## config.mk

```make
export PLATFORM = sky130hd
export DESIGN_NAME = act_frame_feeder
export DESIGN_NICKNAME = d
export VERILOG_FILES = /design/src/rtl/nn_layer_pkg.sv /design/src/rtl/act_frame_feeder.sv
export SDC_FILE = /design/constraint.sdc
export NUM_CORES = 1
export LEC_CHECK = 0
export ABC_AREA = 1
export CORE_AREA = 2 2 267 269
export CTS_BUF_LIST = sky130_fd_sc_hd__clkbuf_8
export DETAILED_ROUTE_END_ITERATION = 16
export DIE_AREA = 0 0 269 271
export GPL_TIMING_DRIVEN = 0
export PLACE_DENSITY = 0.88
export SKIP_LAST_GASP = 1
export SYNTH_ARGS = -nofsm -noshare
export SYNTH_HDL_FRONTEND = slang
export SYNTH_SLANG_ARGS = --single-unit
export TNS_END_PERCENT = 5
```

## constraint.sdc

```tcl
create_clock -name clk -period 5.05 [get_ports clk]
set_clock_uncertainty 0.1 [all_clocks]
set_input_delay 1.01 -clock clk [delete_from_list [all_inputs] [get_ports clk]]
set_output_delay 1.01 -clock clk [all_outputs]
set_load 0.005 [all_outputs]
```

## src/rtl/nn_layer_pkg.sv

```systemverilog
// Shared types for the fully connected layer datapath: word width, default fan-in,
// and the activation feeder FSM states.
package nn_layer_pkg;
  localparam int DW       = 32;
  localparam int N_IN_DEF = 15;

  typedef logic [DW-1:0] fp32_t;

  typedef enum logic [1:0] {
    ST_FILL,
    ST_FULL,
    ST_DISCARD
  } state_e;
endpackage

```

## src/rtl/act_frame_feeder.sv

```systemverilog
// Streaming-to-parallel activation feeder: assembles N_IN-word frames into a fill
// buffer and commits them to a stable output bank for a node's A0..A(N_IN-1) inputs.
module act_frame_feeder
  import nn_layer_pkg::*;
#(
  parameter int N_IN = N_IN_DEF
) (
  input  logic                 clk,
  input  logic                 rst_n,
  input  logic [DW-1:0]        s_data,
  input  logic                 s_valid,
  input  logic                 s_last,
  output logic                 s_ready,
  output logic [N_IN*DW-1:0]   m_a,
  output logic                 m_valid,
  input  logic                 m_ready,
  output logic                 err_short,
  output logic                 err_long,
  output logic [15:0]          frame_cnt
);

  localparam int IW = $clog2(N_IN);
  localparam logic [IW-1:0] LAST_IDX = IW'(N_IN - 1);

  state_e                 state_q, state_d;
  logic [IW-1:0]          wr_idx_q, wr_idx_d;
  fp32_t [N_IN-1:0]       fill_q, fill_d;
  fp32_t [N_IN-1:0]       bank_q, bank_d;
  logic                   m_valid_q, m_valid_d;
  logic                   long_q, long_d;
  logic                   err_short_q, err_short_d;
  logic                   err_long_q, err_long_d;
  logic [15:0]            frame_cnt_q, frame_cnt_d;
  logic                   accept, bank_free, commit;

  assign s_ready   = (state_q != ST_FULL);
  assign accept    = s_valid & s_ready;
  assign bank_free = ~m_valid_q | m_ready;

  always_comb begin
    state_d     = state_q;
    wr_idx_d    = wr_idx_q;
    fill_d      = fill_q;
    bank_d      = bank_q;
    m_valid_d   = m_valid_q;
    long_d      = long_q;
    err_short_d = 1'b0;
    err_long_d  = 1'b0;
    commit      = 1'b0;
    frame_cnt_d = frame_cnt_q + 16'(m_valid_q & m_ready);

    if (m_valid_q & m_ready) m_valid_d = 1'b0;

    unique case (state_q)
      ST_FILL: begin
        if (accept) begin
          fill_d[wr_idx_q] = s_data;
          if (wr_idx_q == LAST_IDX) begin
            wr_idx_d   = '0;
            err_long_d = ~s_last;
            if (bank_free) begin
              commit  = 1'b1;
              state_d = s_last ? ST_FILL : ST_DISCARD;
            end else begin
              state_d = ST_FULL;
              long_d  = ~s_last;
            end
          end else if (s_last) begin
            // Short frame: rewind and never present the partial contents.
            err_short_d = 1'b1;
            wr_idx_d    = '0;
          end else begin
            wr_idx_d = wr_idx_q + 1'b1;
          end
        end
      end
      ST_FULL: begin
        if (bank_free) begin
          commit  = 1'b1;
          state_d = long_q ? ST_DISCARD : ST_FILL;
        end
      end
      ST_DISCARD: begin
        if (accept && s_last) state_d = ST_FILL;
      end
      default: state_d = ST_FILL;
    endcase

    // Commit takes fill_d so the word accepted this cycle lands in the bank too.
    if (commit) begin
      bank_d    = fill_d;
      m_valid_d = 1'b1;
    end
  end

  always_ff @(posedge clk or negedge rst_n) begin
    if (!rst_n) begin
      state_q     <= ST_FILL;
      wr_idx_q    <= '0;
      fill_q      <= '0;
      bank_q      <= '0;
      m_valid_q   <= 1'b0;
      long_q      <= 1'b0;
      err_short_q <= 1'b0;
      err_long_q  <= 1'b0;
      frame_cnt_q <= '0;
    end else begin
      state_q     <= state_d;
      wr_idx_q    <= wr_idx_d;
      fill_q      <= fill_d;
      bank_q      <= bank_d;
      m_valid_q   <= m_valid_d;
      long_q      <= long_d;
      err_short_q <= err_short_d;
      err_long_q  <= err_long_d;
      frame_cnt_q <= frame_cnt_d;
    end
  end

  assign m_a       = bank_q;
  assign m_valid   = m_valid_q;
  assign err_short = err_short_q;
  assign err_long  = err_long_q;
  assign frame_cnt = frame_cnt_q;

endmodule

```

==> key figures, run 1 <==
Run status
  – Status: complete, but fails checks
  – Failing checks: max-capacitance violations

Routing
  – DR vias/cell: 5.57
  – First-pass iteration count of the detailed router: 8
  – M1 WL: 47,300 µm
  – Total number of vias: 33,800
  – Iter 0 DRT Violations: 3,730
  – DRC violations left: 0
  – Final ANT Viol Nets: 0
  – Met3 Wirelength: ~15,000 µm
  – DR top layer: met5
  – Routed WL per cell: 21.9 µm
  – Metal2 WL: a little over 60,000 µm
  – Routed WL: about 130,000 µm

Logic synthesis
  – Async SR Flop Fraction: 1.00
  – Synth Flop Type: dfrtp_1
  – Post-synth top cells: nand2_1, dfrtp_1, nand3_1
  – Synth Cell Area: 38,200 µm²
  – Synthesis Warnings: 0
  – Seq cells post-synth: 986
  – EDFF count, synth: 0
  – Yosys top cell by area: dfrtp_1
  – Mapped Cells: 4,311
  – Syn_nets: 4,354
  – Distinct cells, synth: 23
  – Mean Syn Cell Area: 8.87 µm²
  – Top-area cell type share of the netlist area: 0.645
  – Count leader, synth: nand2_1
  – Top cells by area, synth: dfrtp_1, nand2_1, nand3_1, buf_2, clkbuf_1
  – Post-synthesis sequential area ratio: 0.645

STA
  – Max_slew headroom: 0.00527
  – Setup TNS: 0 ns
  – Tcrit/Tclk final: 0.655
  – Max frequency: about 300 MHz
  – Final worst setup slack: about 1.7 ns
  – Period minus WS final: about 3.3 ns
  – RSZ-0062 raised after global routing: false
  – # setup viols final: 0
  – Final Hold Fails: 0
  – Least-Margin Pin Slew: 1.49 ns
  – Fin Hold WS: 0.0259 ns
  – Final Slew Violations: 0

Worst setup path
  – Arrival time at the worst endpoint: 3.92 ns
  – Worst Setup SP: m_ready
  – Reg2reg setup slack: 2.00 ns
  – Startpoint types: input port
  – Critical path peak fanout: 10
  – R2R Path End: m_a[109]$_DFFE_PN0P_
  – WS Path Type: input port to register
  – Crit end category: register
  – R2R depth: 9
  – Worst EP required: 5.67 ns
  – Reg-to-Reg Start: wr_idx_q[0]$_DFFE_PN0P_
  – Setup crit end: m_a[109]$_DFFE_PN0P_

Clock network
  – Clock buffer depth: 3
  – Post-CTS setup buffer count: 0
  – # resized after CTS: 0
  – H-tree depth: 4
  – Clock Latency Late Sink: 0.81 ns
  – CTS tree: yes
  – Clock slew at reported path FFs: 0.06 ns
  – # clock sinks: 986
  – Cts bufs inserted: approximately 160
  – Root Driver: clkbuf_8
  – Quantity of hold-fixing buffers added after cts: 0

Global routing
  – Initial antenna violation count: 3
  – First-pass GRT wire length: 199,000 µm
  – Largest net degree at the start of global routing: 134
  – Total GRT Usage: 0.367
  – GRT overflow: 0
  – Vias in the first global route: approximately 34,000

Floorplan
  – Die area: approximately 73,000 µm²
  – Die Span Y: 271 µm
  – I/O pins: 537
  – Initial Util: 0.548
  – Core Area: 69,800 µm²
  – Rows: between 90 and 100
  – Die X: about 270 µm

Power and ir drop
  – VDD IR max: 242 µV
  – Static leakage: 26.4 nW
  – PwrDens: 404 nW/µm²

Worst hold path
  – Worst min-delay path class: input port to async pin

Job
  – MaxCap Viol Count: 1

Layout
  – Final Cell Area: 48,100 µm²
  – Layout cells sized above 1: 0.0750
  – Area grow syn2layout: 25.9%
  – Nets@finish: 5,057
  – Footprint of the multi-input gates: 12,100 µm²
  – FF/Latch Area: roughly 25,000 µm²
  – Fillers: 4,995

Place
  – Gp weighted congestion: ~0.95
  – Pre-CTS setup slack: between 1 and 1.5 ns
  – Detailed placement HPWL: 90,500 µm
  – Placed Area: 45,000 µm²
  – PortBufs: 536
-- routing by layer --
metal | GRT usage | vias up
met1 | 0.444 | 16500
met3 | 0.117 | 484
li1 | - | 14800
met2 | 0.576 | 2072
met5 | 0 | -
met4 | 0.219 | 2
-- per-stage QoR --
stage	total power [W]	utilization	std cells
2_1_floorplan	0.0114	-	4311
3_3_place_gp	0.0125	0.642	5787
3_5_place_dp	0.0126	0.645	5796
4_1_cts	0.0194	0.690	6071
5_1_grt	0.0203	0.690	6072
6_report	0.0194	0.690	6072
-- cell type report --
cell class              instances  share of cell area
flip-flops and latches        986               0.513
multi-input cells            3013               0.252
repair buffers                545               0.116
clock buffers                 192              0.0549
plain buffers                 286              0.0272
well taps                     940              0.0244
clock inverters                83              0.0101
inverters                      26             0.00203
diodes                          1           0.0000520
-- registers in the layout, indices dropped and copies added, names as in the netlist --
register and count:
m_valid 1, state_q 2, wr_idx_q 4, long_q 1, frame_cnt 16, err_long 1
err_short 1, m_a 480, fill_q 480
-- worst min-delay path by stage --
stage | depth (start not counted) | start | slack (ns) | to
finish | 1 | rst_n | 0.03 | m_a[43]$_DFFE_PN0P_
floorplan | 2 | fill_q[448]$_DFF_PN0_ | 0.34 | fill_q[448]$_DFF_PN0_
global route | 1 | rst_n | 0.07 | m_a[43]$_DFFE_PN0P_
global placement | 2 | fill_q[468]$_DFF_PN0_ | 0.35 | fill_q[468]$_DFF_PN0_
CTS | 1 | rst_n | 0.04 | m_a[43]$_DFFE_PN0P_
detailed placement | 2 | fill_q[478]$_DFF_PN0_ | 0.36 | fill_q[478]$_DFF_PN0_
-- cell usage in the layout (no fill, tap or decap), drive strengths merged --
cell / netlist / routed
xnor2: 4 / 4
inv: 26 / 86
clkdlybuf4s50: 0 / 535
nand3: 495 / 495
a21oi: 2 / 2
bufinv: 0 / 2
nor3b: 1 / 1
o21ai: 3 / 3
ha: 6 / 6
a22oi: 1 / 1
nor3: 5 / 5
o22ai: 1 / 1
clkbuf: 138 / 330
buf: 148 / 158
nand3b: 1 / 1
nand4: 15 / 15
dfrtp: 986 / 986
clkinvlp: 0 / 4
diode: 0 / 1
xor2: 10 / 10
clkinv: 0 / 17
nor2: 39 / 39
nand2: 2430 / 2430
-- cell families after synthesis --
kind of cell	Yosys count	synth area share
AO/OA/AOI/OAI	7	0.00101
XOR/XNOR	14	0.00321
adder cells (fa/ha/maj)	6	0.00196
buffers and inverters	312	0.0368
flip-flops	986	0.645
AND/OR/NAND/NOR	2986	0.312
-- power by group --
group | switching (W) | total [W] | internal [W]
sequential | 0.000421 | 0.00960 | 0.00918
clock | 0.00327 | 0.00683 | 0.00356
combinational | 0.00207 | 0.00300 | 0.000933
-- worst max-delay path, cell delays in order --
cell	delay (ns)
clkdlybuf4s50_1	0.50
nor2_1	0.52
nor2_1	0.10
nand3_1	0.21
clkbuf_1	0.68
clkbuf_1	0.59
nand3_1	0.18
nand2_1	0.12
No activity file was read; power rests on OpenSTA's default activity.
==> run 2, diff against run 1 <==
==> constraint.sdc (replaced) <==
create_clock -name clk -period 3.33 [get_ports clk]
set_clock_uncertainty 0.1 [all_clocks]
set_input_delay 0.666 -clock clk [delete_from_list [all_inputs] [get_ports clk]]
set_output_delay 0.666 -clock clk [all_outputs]
set_load 0.005 [all_outputs]
==> run 2 against run 1 <==
The run now ends clean. Power increased by 52%. Utilization increased by 0.050 points. Wire length about the same. Clock power increased by 51%. First-iteration DRC count decreased by 0.75%. Global-route usage about the same. Clock-buffer cell count unchanged. Non-clock buffer count increased by 2. Critical path type is now register to register. Largest cell class unchanged. Highest routed layer unchanged.
==> key figures, run 2 (same netlist as run 1, synthesis figures left out) <==
Clock network
  – # clock sinks: 986 (unchanged)
  – Clock slew at reported path FFs: 0.06 ns (about the same)
  – Clock Latency Late Sink: 0.81 ns (about the same)
  – # resized after CTS: 0 (unchanged)
  – Cts bufs inserted: 156 (unchanged)
  – Root Driver: clkbuf_8
  – CTS tree: yes
  – H-tree depth: 4 (unchanged)
  – Clock buffer depth: 3 (unchanged)

Routing
  – Iter 0 DRT Violations: 3,702 (-0.75%)
  – Met3 Wirelength: 15,500 µm (+1.1%)
  – Metal2 WL: 61,400 µm (-0.30%)
  – DRC violations left: 0 (unchanged)
  – Routed WL: 133,000 µm (about the same)
  – Final ANT Viol Nets: 0 (unchanged)
  – First-pass iteration count of the detailed router: 6 (-2)
  – Routed WL per cell: 21.9 µm (about the same)
  – Total number of vias: 33,900 (+0.17%)
  – DR top layer: met5
  – DR vias/cell: 5.58 (+0.14%)
  – M1 WL: 47,100 µm (-0.58%)

Floorplan
  – Initial Util: 0.548 (unchanged)
  – Die Span Y: 271 µm (unchanged)
  – Core Area: 69,800 µm² (unchanged)
  – Die X: 269 µm (unchanged)
  – I/O pins: 537 (unchanged)
  – Rows: 97 (unchanged)
  – Die area: 72,900 µm² (unchanged)

Worst setup path
  – WP buf/inv: 3 (unchanged)
  – CP Cell Sequence: inv_1 > ha_1 > nand3_1 > nor2_1 > nand3_1 > clkbuf_1 > clkbuf_1 > nand3_1 > nand2_1
  – Reg-to-Reg Start: wr_idx_q[0]$_DFFE_PN0P_
  – Slowest cell on crit path: clkbuf_1
  – Critical path peak fanout: 10 (unchanged)
  – Worst EP required: 3.93 ns (-1.74 ns)
  – Family with the most delay on the worst path: buffers and inverters
  – Startpoint types: register
  – Worst Setup SP: wr_idx_q[0]$_DFFE_PN0P_
  – Critical path's largest stage delay: 0.71 ns (+0.03 ns)
  – Cell mode on critical path: nand3_1
  – R2R Path End: m_a[184]$_DFFE_PN0P_
  – WS Path Type: register to register
  – Critical path depth: 9 (+1)
  – Setup crit end: m_a[184]$_DFFE_PN0P_
  – Reg2reg setup slack: 0.25 ns (-1.75 ns)
  – Crit end category: register
  – Arrival time at the worst endpoint: 3.68 ns (-0.24 ns)
  – R2R depth: 9 (unchanged)

Layout
  – Fillers: 4,986 (-0.18%)
  – Layout cells sized above 1: 0.0752 (+0.000166)
  – Commonest non-fill, non-tap cell in the layout: nand2_1
  – FF/Latch Area: 24,700 µm² (unchanged)
  – Footprint of the multi-input gates: 12,100 µm² (unchanged)
  – Most frequent cells in the layout: nand2_1, dfrtp_1, clkdlybuf4s50_1, nand3_1, clkbuf_8
  – Area grow syn2layout: 26.0% (about the same)
  – Nets@finish: 5,059 (+0.040%)

STA
  – Final Slew Violations: 0 (unchanged)
  – Tcrit/Tclk final: 0.924
  – Period minus WS final: 3.08 ns
  – Max_slew headroom: 0.0138 (+0.00848)
  – RSZ-0062 raised after global routing: true
  – Fin Hold WS: 0.282 ns (+0.256 ns)
  – Final Hold Fails: 0 (unchanged)
  – # setup viols final: 0 (unchanged)
  – Setup TNS: 0 ns (unchanged)
  – Least-Margin Pin Slew: 1.48 ns (-0.0127 ns)
  – Max frequency: 325 MHz

Run status
  – Status: finished, final reports clean

Place
  – Detailed placement HPWL: 90,500 µm (unchanged)
  – Gp weighted congestion: 0.949 (unchanged)
  – PortBufs: 536 (unchanged)

Global routing
  – Largest net degree at the start of global routing: 134 (unchanged)
  – First-pass GRT wire length: 199,000 µm (about the same)
  – Initial antenna violation count: 3 (unchanged)
  – Total GRT Usage: 0.367 (about the same)
  – GRT overflow: 0 (unchanged)
  – Vias in the first global route: 33,700 (+0.015%)

Worst hold path
  – Worst min-delay path class: input port to async pin

Power and ir drop
  – PwrDens: 612 nW/µm² (+52%)
  – VDD IR max: 367 µV (+52%)
  – Static leakage: 26.4 nW (about the same)

Job
  – MaxCap Viol Count: 0 (-1)
## run 2: repair_timing
action | CTS | global route
setup buffers | 0 | 0
hold endpoints to repair | 74 | 0
hold buffers | 1 | 0
endpoints found under the setup margin | 0 | 241
## run 2: worst min-delay path by stage
| stage | to | slack, ns | from | cells after the start |
|---|---|---|---|---|
| floorplan | err_long$_DFF_PN0_ | 0.27 | rst_n | 0 |
| global placement | fill_q[468]$_DFF_PN0_ | 0.35 | fill_q[468]$_DFF_PN0_ | 2 |
| detailed placement | fill_q[478]$_DFF_PN0_ | 0.36 | fill_q[478]$_DFF_PN0_ | 2 |
| CTS | m_a[43]$_DFFE_PN0P_ | 0.30 | rst_n | 2 |
| global route | m_a[43]$_DFFE_PN0P_ | 0.34 | rst_n | 2 |
| finish | m_a[43]$_DFFE_PN0P_ | 0.28 | rst_n | 2 |
## run 2: worst reg2reg max path, delay by kind of cell, from the launching register on
kind,cells,cell delay (ns)
adders and majority gates,1,0.28
and+or+nand+nor,5,0.79
DFF,1,0.40
buffers and inverters,3,1.41
## run 2: where the power goes
group,switching [W],internal [W],total (W)
Clock,0.00495,0.00540,0.0103
Combinational,0.00314,0.00142,0.00456
Sequential,0.000643,0.0139,0.0146
## run 2: cell type report
type	count	area share
Tap cell	940	0.0244
Antenna cell	1	0.0000519
Inverter	26	0.00203
Sequential cell	986	0.512
Multi-Input combinational cell	3013	0.252
Buffer	286	0.0272
Clock inverter	83	0.0101
Clock buffer	192	0.0549
Timing Repair Buffer	547	0.117
## run 2: routing by layer
metal	vias up	track usage
met2	2137	0.575
met1	16400	0.445
met5	-	0
met3	501	0.117
met4	2	0.219
li1	14800	-
## run 2: through the flow
step                       util  area [µm²]  power, W  setup slack [ns]  cells
after floorplan               -       38200    0.0173              1.40   4311
after global placement    0.642       44800    0.0189            -41.27   5787
after detailed placement  0.645       45000    0.0191            -0.355   5796
after CTS                 0.690       48100    0.0294             0.155   6072
after global routing      0.690       48200    0.0307           -0.0645   6074
final                     0.690       48200    0.0295             0.252   6074
